## src/rtl/pio_button_led_pkg.sv

```systemverilog
// rtl/pio_button_led_pkg.sv - shared constants for the button/LED PIO peripheral
// Contents: register word offsets, bus address width, INFO version byte,
//           and the debounce counter width helper.
package pio_button_led_pkg;

   localparam int ADDR_W = 3;
   localparam logic [7:0] VERSION = 8'h01;

   localparam logic [ADDR_W-1:0] REG_BTN_STATE = 3'd0;
   localparam logic [ADDR_W-1:0] REG_EDGE_CAP  = 3'd1;
   localparam logic [ADDR_W-1:0] REG_IRQ_MASK  = 3'd2;
   localparam logic [ADDR_W-1:0] REG_LED_DATA  = 3'd3;
   localparam logic [ADDR_W-1:0] REG_LED_BLINK = 3'd4;
   localparam logic [ADDR_W-1:0] REG_INFO      = 3'd5;

   // Width able to hold a count of 0..cycles.
   function automatic int deb_cnt_w(input int cycles);
      return $clog2(cycles + 1);
   endfunction

endpackage

```

## src/rtl/pio_debounce_chan.sv

```systemverilog
// rtl/pio_debounce_chan.sv - synchroniser, polarity normalisation and debounce for one button
// Ports:
//   clk, reset : system clock, synchronous active-high reset
//   btn_pin    : raw asynchronous pin
//   state      : debounced level, 1 = pressed
//   press      : one-cycle pulse on an accepted press, suppressed for a
//                button that has been held since reset
module pio_debounce_chan
   import pio_button_led_pkg::*;
#(
   parameter bit BTN_ACTIVE_LOW  = 1'b1,
   parameter int DEBOUNCE_CYCLES = 500000
) (
   input  logic clk,
   input  logic reset,
   input  logic btn_pin,
   output logic state,
   output logic press
);

   localparam int CW = deb_cnt_w(DEBOUNCE_CYCLES);
   localparam logic RELEASED_PIN = BTN_ACTIVE_LOW;

   logic          sync1;
   logic          sync2;
   logic [1:0]    vld;
   logic          armed;
   logic [CW-1:0] cnt;
   logic          pressed;

   assign pressed = sync2 ^ BTN_ACTIVE_LOW;

   always_ff @(posedge clk) begin
      if (reset) begin
         sync1 <= RELEASED_PIN;
         sync2 <= RELEASED_PIN;
         vld   <= '0;
         armed <= 1'b0;
         cnt   <= '0;
         state <= 1'b0;
         press <= 1'b0;
      end else begin
         sync1 <= btn_pin;
         sync2 <= sync1;
         // vld[1] marks that sync2 now carries a real pin sample rather than
         // its reset value, so arming only happens on a genuinely seen release.
         vld   <= {vld[0], 1'b1};
         press <= 1'b0;
         if (vld[1] && !state && !pressed)
            armed <= 1'b1;
         if (pressed == state) begin
            cnt <= '0;
         end else if (cnt == CW'(DEBOUNCE_CYCLES - 1)) begin
            cnt   <= '0;
            state <= pressed;
            press <= pressed & armed;
         end else begin
            cnt <= cnt + CW'(1);
         end
      end
   end

endmodule

```

## src/rtl/pio_button_led_ctrl.sv

```systemverilog
// rtl/pio_button_led_ctrl.sv - Avalon-MM button/LED peripheral with edge capture, irq and blink
// Ports:
//   clk, reset          : system clock, synchronous active-high reset
//   avs_address/read/write/writedata/readdata : register slave, read latency 1, no wait states
//   btn_in  [N_BUTTONS] : raw button pins
//   led_out [N_LEDS]    : registered LED drive, active-high
//   irq                 : registered level interrupt, |(EDGE_CAP & IRQ_MASK)
module pio_button_led_ctrl
   import pio_button_led_pkg::*;
#(
   parameter int N_BUTTONS         = 2,
   parameter int N_LEDS            = 8,
   parameter bit BTN_ACTIVE_LOW    = 1'b1,
   parameter int DEBOUNCE_CYCLES   = 500000,
   parameter int BLINK_HALF_PERIOD = 12500000
) (
   input  logic                 clk,
   input  logic                 reset,
   input  logic [ADDR_W-1:0]    avs_address,
   input  logic                 avs_read,
   input  logic                 avs_write,
   input  logic [31:0]          avs_writedata,
   output logic [31:0]          avs_readdata,
   input  logic [N_BUTTONS-1:0] btn_in,
   output logic [N_LEDS-1:0]    led_out,
   output logic                 irq
);

   localparam int BW = $clog2(BLINK_HALF_PERIOD);

   logic [N_BUTTONS-1:0] btn_state;
   logic [N_BUTTONS-1:0] press;
   logic [N_BUTTONS-1:0] edge_cap;
   logic [N_BUTTONS-1:0] irq_mask;
   logic [N_BUTTONS-1:0] w1c;
   logic [N_LEDS-1:0]    led_data;
   logic [N_LEDS-1:0]    led_blink;
   logic [BW-1:0]        blink_cnt;
   logic                 blink_phase;
   logic [31:0]          rd_mux;
   logic                 unused_wdata;

   // Upper write-data bits are legitimately ignored for narrow configurations.
   assign unused_wdata = ^avs_writedata;

   for (genvar i = 0; i < N_BUTTONS; i++) begin : g_chan
      pio_debounce_chan #(
         .BTN_ACTIVE_LOW  (BTN_ACTIVE_LOW),
         .DEBOUNCE_CYCLES (DEBOUNCE_CYCLES)
      ) u_chan (
         .clk     (clk),
         .reset   (reset),
         .btn_pin (btn_in[i]),
         .state   (btn_state[i]),
         .press   (press[i])
      );
   end

   assign w1c = (avs_write && avs_address == REG_EDGE_CAP) ?
                avs_writedata[N_BUTTONS-1:0] : '0;

   always_comb begin
      rd_mux = '0;
      case (avs_address)
         REG_BTN_STATE: rd_mux = 32'(btn_state);
         REG_EDGE_CAP:  rd_mux = 32'(edge_cap);
         REG_IRQ_MASK:  rd_mux = 32'(irq_mask);
         REG_LED_DATA:  rd_mux = 32'(led_data);
         REG_LED_BLINK: rd_mux = 32'(led_blink);
         REG_INFO:      rd_mux = {8'd0, 8'(N_LEDS), 8'(N_BUTTONS), VERSION};
         default:       rd_mux = '0;
      endcase
   end

   always_ff @(posedge clk) begin
      if (reset) begin
         edge_cap     <= '0;
         irq_mask     <= '0;
         led_data     <= '0;
         led_blink    <= '0;
         blink_cnt    <= '0;
         blink_phase  <= 1'b0;
         led_out      <= '0;
         irq          <= 1'b0;
         avs_readdata <= '0;
      end else begin
         if (avs_write && avs_address == REG_IRQ_MASK)
            irq_mask <= avs_writedata[N_BUTTONS-1:0];
         if (avs_write && avs_address == REG_LED_DATA)
            led_data <= avs_writedata[N_LEDS-1:0];
         if (avs_write && avs_address == REG_LED_BLINK)
            led_blink <= avs_writedata[N_LEDS-1:0];

         // A press arriving with a clear of the same bit keeps the bit set.
         edge_cap <= (edge_cap & ~w1c) | press;
         irq      <= |(edge_cap & irq_mask);

         if (blink_cnt == BW'(BLINK_HALF_PERIOD - 1)) begin
            blink_cnt   <= '0;
            blink_phase <= ~blink_phase;
         end else begin
            blink_cnt <= blink_cnt + BW'(1);
         end
         led_out <= led_data & (~led_blink | {N_LEDS{blink_phase}});

         // Registers are sampled before this edge's writes land, so a
         // colliding read returns the old contents.
         if (avs_read)
            avs_readdata <= rd_mux;
      end
   end

endmodule

```

## config.mk

```make
export PLATFORM = sky130hd
export DESIGN_NAME = pio_button_led_ctrl
export DESIGN_NICKNAME = d
export VERILOG_FILES = /design/src/rtl/pio_button_led_pkg.sv /design/src/rtl/pio_debounce_chan.sv /design/src/rtl/pio_button_led_ctrl.sv
export SDC_FILE = /design/constraint.sdc
export NUM_CORES = 1
export LEC_CHECK = 0
export ABC_AREA = 1
export BUFFER_PORTS_ARGS = -buffer_cell sky130_fd_sc_hd__buf_2
export CORE_MARGIN = 1.5
export CORE_UTILIZATION = 45
export DETAILED_ROUTE_END_ITERATION = 12
export GPL_TIMING_DRIVEN = 0
export PLACE_DENSITY = 0.66
export SLEW_MARGIN = 20
export SYNTH_ARGS = -nofsm -noshare
export SYNTH_HDL_FRONTEND = slang
export SYNTH_SLANG_ARGS = --single-unit
```

## constraint.sdc

```tcl
create_clock -name clk -period 3.49 [get_ports clk]
set_clock_uncertainty 0.1 [all_clocks]
set_input_delay 0.5235 -clock clk [delete_from_list [all_inputs] [get_ports clk]]
set_output_delay 0.5235 -clock clk [all_outputs]
set_load 0.005 [all_outputs]
```

==> run_results.csv <==
group,metric,value,unit
synthesis,yosys-top-cells-area,"dfxtp_1 43%, nand2_1 11%, nor2_1 8.3%, inv_1 5.9%, a21oi_1 5.8%",
global_route,antenna_found_initial,0,
cts,ctsResizeCount,0,
sta,fin_crit_sh,51.6,%
cts,cts.htree.levels,4,
final_layout,diodes,0,
global_route,grt_pass1_vias,4470,
pwr,power.density,494,nW/um^2
synthesis,synth-main-ff-cell,"dfxtp_1",
setup_path,critPathCaptureType,"register",
routing,vias_per_cell,4.97,
sta,whs,198,ps
sta,setup_viol,0,
cts,cts_setup_buffers,0,
final_layout,final_nets,869,
floorplan,num_io_pins,82,
routing,drc,0,
synthesis,netlist_top_cells_count,"156 x nand2_1, 118 x nor2_1, 113 x dfxtp_1",
pwr,ir_drop,0.000418,V
routing,drt_iter0_drc,324,
setup_path,critPathTopFamily,"simple AND/OR/NAND/NOR gates",
global_route,grt_pass1_wl,19600,um
floorplan,placement_rows,39,
synthesis,syn-cell-area,5320,um^2
synthesis,synth_cell_types,35,
setup_path,cp_max_fo,10,
setup_path,worstPathCellList,"ha_1 > nand2_1 > nor2_2 > inv_1 > nor2_2 > nand2_1 > nand3_2 > buf_6 > nor2_1",
global_route,grt_use_total,19.2,%
sta,fin_setup_tns,0,ps
place,dp_hpwl,8280,um
setup_path,critPathArrivalTime,2010,ps
pwr,leakage,2.33,nW
cts,clk_path_buf_depth,2,
sta,slew_viol_final,0,
floorplan,start_util,46.4,%
setup_path,cp_data_required_time,3700,ps
routing,vias,4880,
synthesis,syn-instance-count,751,
sta,max_slew_margin,65.7,%
global_route,grt_max_degree,17,
setup_path,timing.critical_path.slowest_stage_cell,"dfxtp_1",
flow_run,drv_cap,0,
synthesis,yosysTopAreaCellShare,42.5,%
setup_path,setup.worst_path.class,"reg2reg",
final_layout,syn_to_final_growth,18.9,%
place,place_congestion,0.858,
place,numPortBuffers,34,
cts,tritoncts,"yes",
sta,max_freq,555,MHz
synthesis,async_flop_share,0,%
setup_path,crit_buf_inv,2,
floorplan,dieArea,12500,um^2
cts,clock_latency,420,ps
synthesis,avgSynthCellArea,7.09,um^2
routing,first_pass_iters,9,
cts,cts_sinks,113,
routing,drt-total-wl,11600,um
cts,root_buffer,"clkbuf_16",
setup_path,max_stage_delay,410,ps
synthesis,ys_seq_area_share,42.5,%
routing,ant_nets,0,
synthesis,synth_area_leader_cell,"dfxtp_1",
cts,path_clk_slew,60,ps
final_layout,final_core_util,55.2,%
floorplan,die_y,112,um
floorplan,coreArea,11500,um^2
cts,cts_inserted_buffers,17,
synthesis,ys_ff_latch,113,
final_layout,layout-drive-gt1-share,15.4,%
synthesis,synth_most_common_cell,"nand2_1",
cts,cts_hold_buf,0,
routing,routedWlPerCell,11.8,um
sta,finalHoldViolCount,0,
global_route,overflow,0,
setup_path,cp-start-kind,"register",
sta,rsz0062_at_grt,"false",
synthesis,synth-edff-count,0,
status,status,"complete, no violations",
floorplan,die_w,112,um
synthesis,yosys_warnings,0,
worst_hold_path,hold_path_class,"in2reg",
sta,worst_pin_slew,515,ps
sta,min_period,1800,ps
[worst register-to-register path, delay by kind of cell, from the launching register on]
kind / cells / cell delay [ps]
adders and majority gates: 1 / 200
buffers and inverters: 2 / 270
DFF: 1 / 410
and+or+nand+nor: 6 / 700
[report_power, final]
group	total, W	internal (W)	leakage (nW)	switching (W)
Combinational	0.000119	0.0000480	1.14	0.0000707
Clock	0.00168	0.00106	0.274	0.000623
Sequential	0.00132	0.00131	0.915	0.00000978
[layer usage]
| metal | GRT usage, % | up-vias | routed length (um) |
|---|---|---|---|
| met2 | 32.4 | 131 | 5620 |
| met4 | 8.86 | 0 | 257 |
| met5 | 0 | - | 0 |
| met1 | 22.7 | 2212 | 5140 |
| li1 | - | 2511 | - |
| met3 | 5.28 | 26 | 595 |
[metrics by stage]
step	area, um^2	setup slack [ps]	total power, W	cells
5_1_grt	6330	1550	0.00323	981
3_5_place_dp	5750	1690	0.00147	949
4_1_cts	6330	1680	0.00314	981
2_1_floorplan	5400	1950	0.00143	772
3_3_place_gp	5750	1720	0.00146	949
6_report	6330	1690	0.00312	981
[flip-flops by register name, indices dropped and copies added (netlist names)]
| name | count |
|---|---|
| g_chan.u_chan.armed | 2 |
| irq | 1 |
| blink_phase | 1 |
| g_chan.u_chan.sync2 | 2 |
| avs_readdata | 9 |
| edge_cap | 2 |
| led_data | 8 |
| g_chan.u_chan.state | 2 |
| led_out | 8 |
| g_chan.u_chan.press | 2 |
| g_chan.u_chan.vld | 2 |
| g_chan.u_chan.cnt | 38 |
| blink_cnt | 24 |
| led_blink | 8 |
| irq_mask | 2 |
| g_chan.u_chan.sync1 | 2 |
[kinds of logic after synthesis]
family	count (synthesis)	share of synthesized area [%]
flops	113	42.5
other cells	1	0.0705
simple gates	383	32.0
xor+xnor	21	3.46
fa+ha+maj	3	0.705
compound gates	105	10.3
buf+inv	125	10.9
[cell usage in the layout, fill, tap and decap left out, drive strengths merged, types with 2 or more instances in the layout]
master,n
conb,22
nor3b,3
ha,3
o21ai,34
xnor2,7
xor2,14
a31oi,2
bufinv,2
nand3b,5
nand3,47
inv,88
a21oi,62
or2,8
nor2,130
nand2,160
buf,64
o22ai,6
clkinv,7
dfxtp,113
clkbuf,25
nand4,17
nor3,12
clkinvlp,5
[final timing paths]
path                                           start  depth (start not counted)                                  to  slack (ps)
setup reg to reg  g_chan[1].u_chan.cnt[0]$_SDFF_PP0_                          9  g_chan[1].u_chan.cnt[5]$_SDFF_PP0_        1690
hold / removal                             btn_in[0]                          2   g_chan[0].u_chan.sync1$_SDFF_PP1_         200
hold reg to reg      g_chan[0].u_chan.vld[0]$_DFF_P_                          2  g_chan[1].u_chan.vld[1]$_SDFF_PP0_         310
setup / recovery  g_chan[1].u_chan.cnt[0]$_SDFF_PP0_                          9  g_chan[1].u_chan.cnt[5]$_SDFF_PP0_        1690
[area by class of cell]
type                            count  area [um^2]
Buffer                             37          251
Clock inverter                     14          140
Multi-Input combinational cell    534         2560
Fill cell                        1093         5140
Clock buffer                       18          439
Tap cell                          143          179
Sequential cell                   113         2260
Timing Repair Buffer               34          170
Inverter                           88          330
No activity file was read; power rests on OpenSTA's default activity.
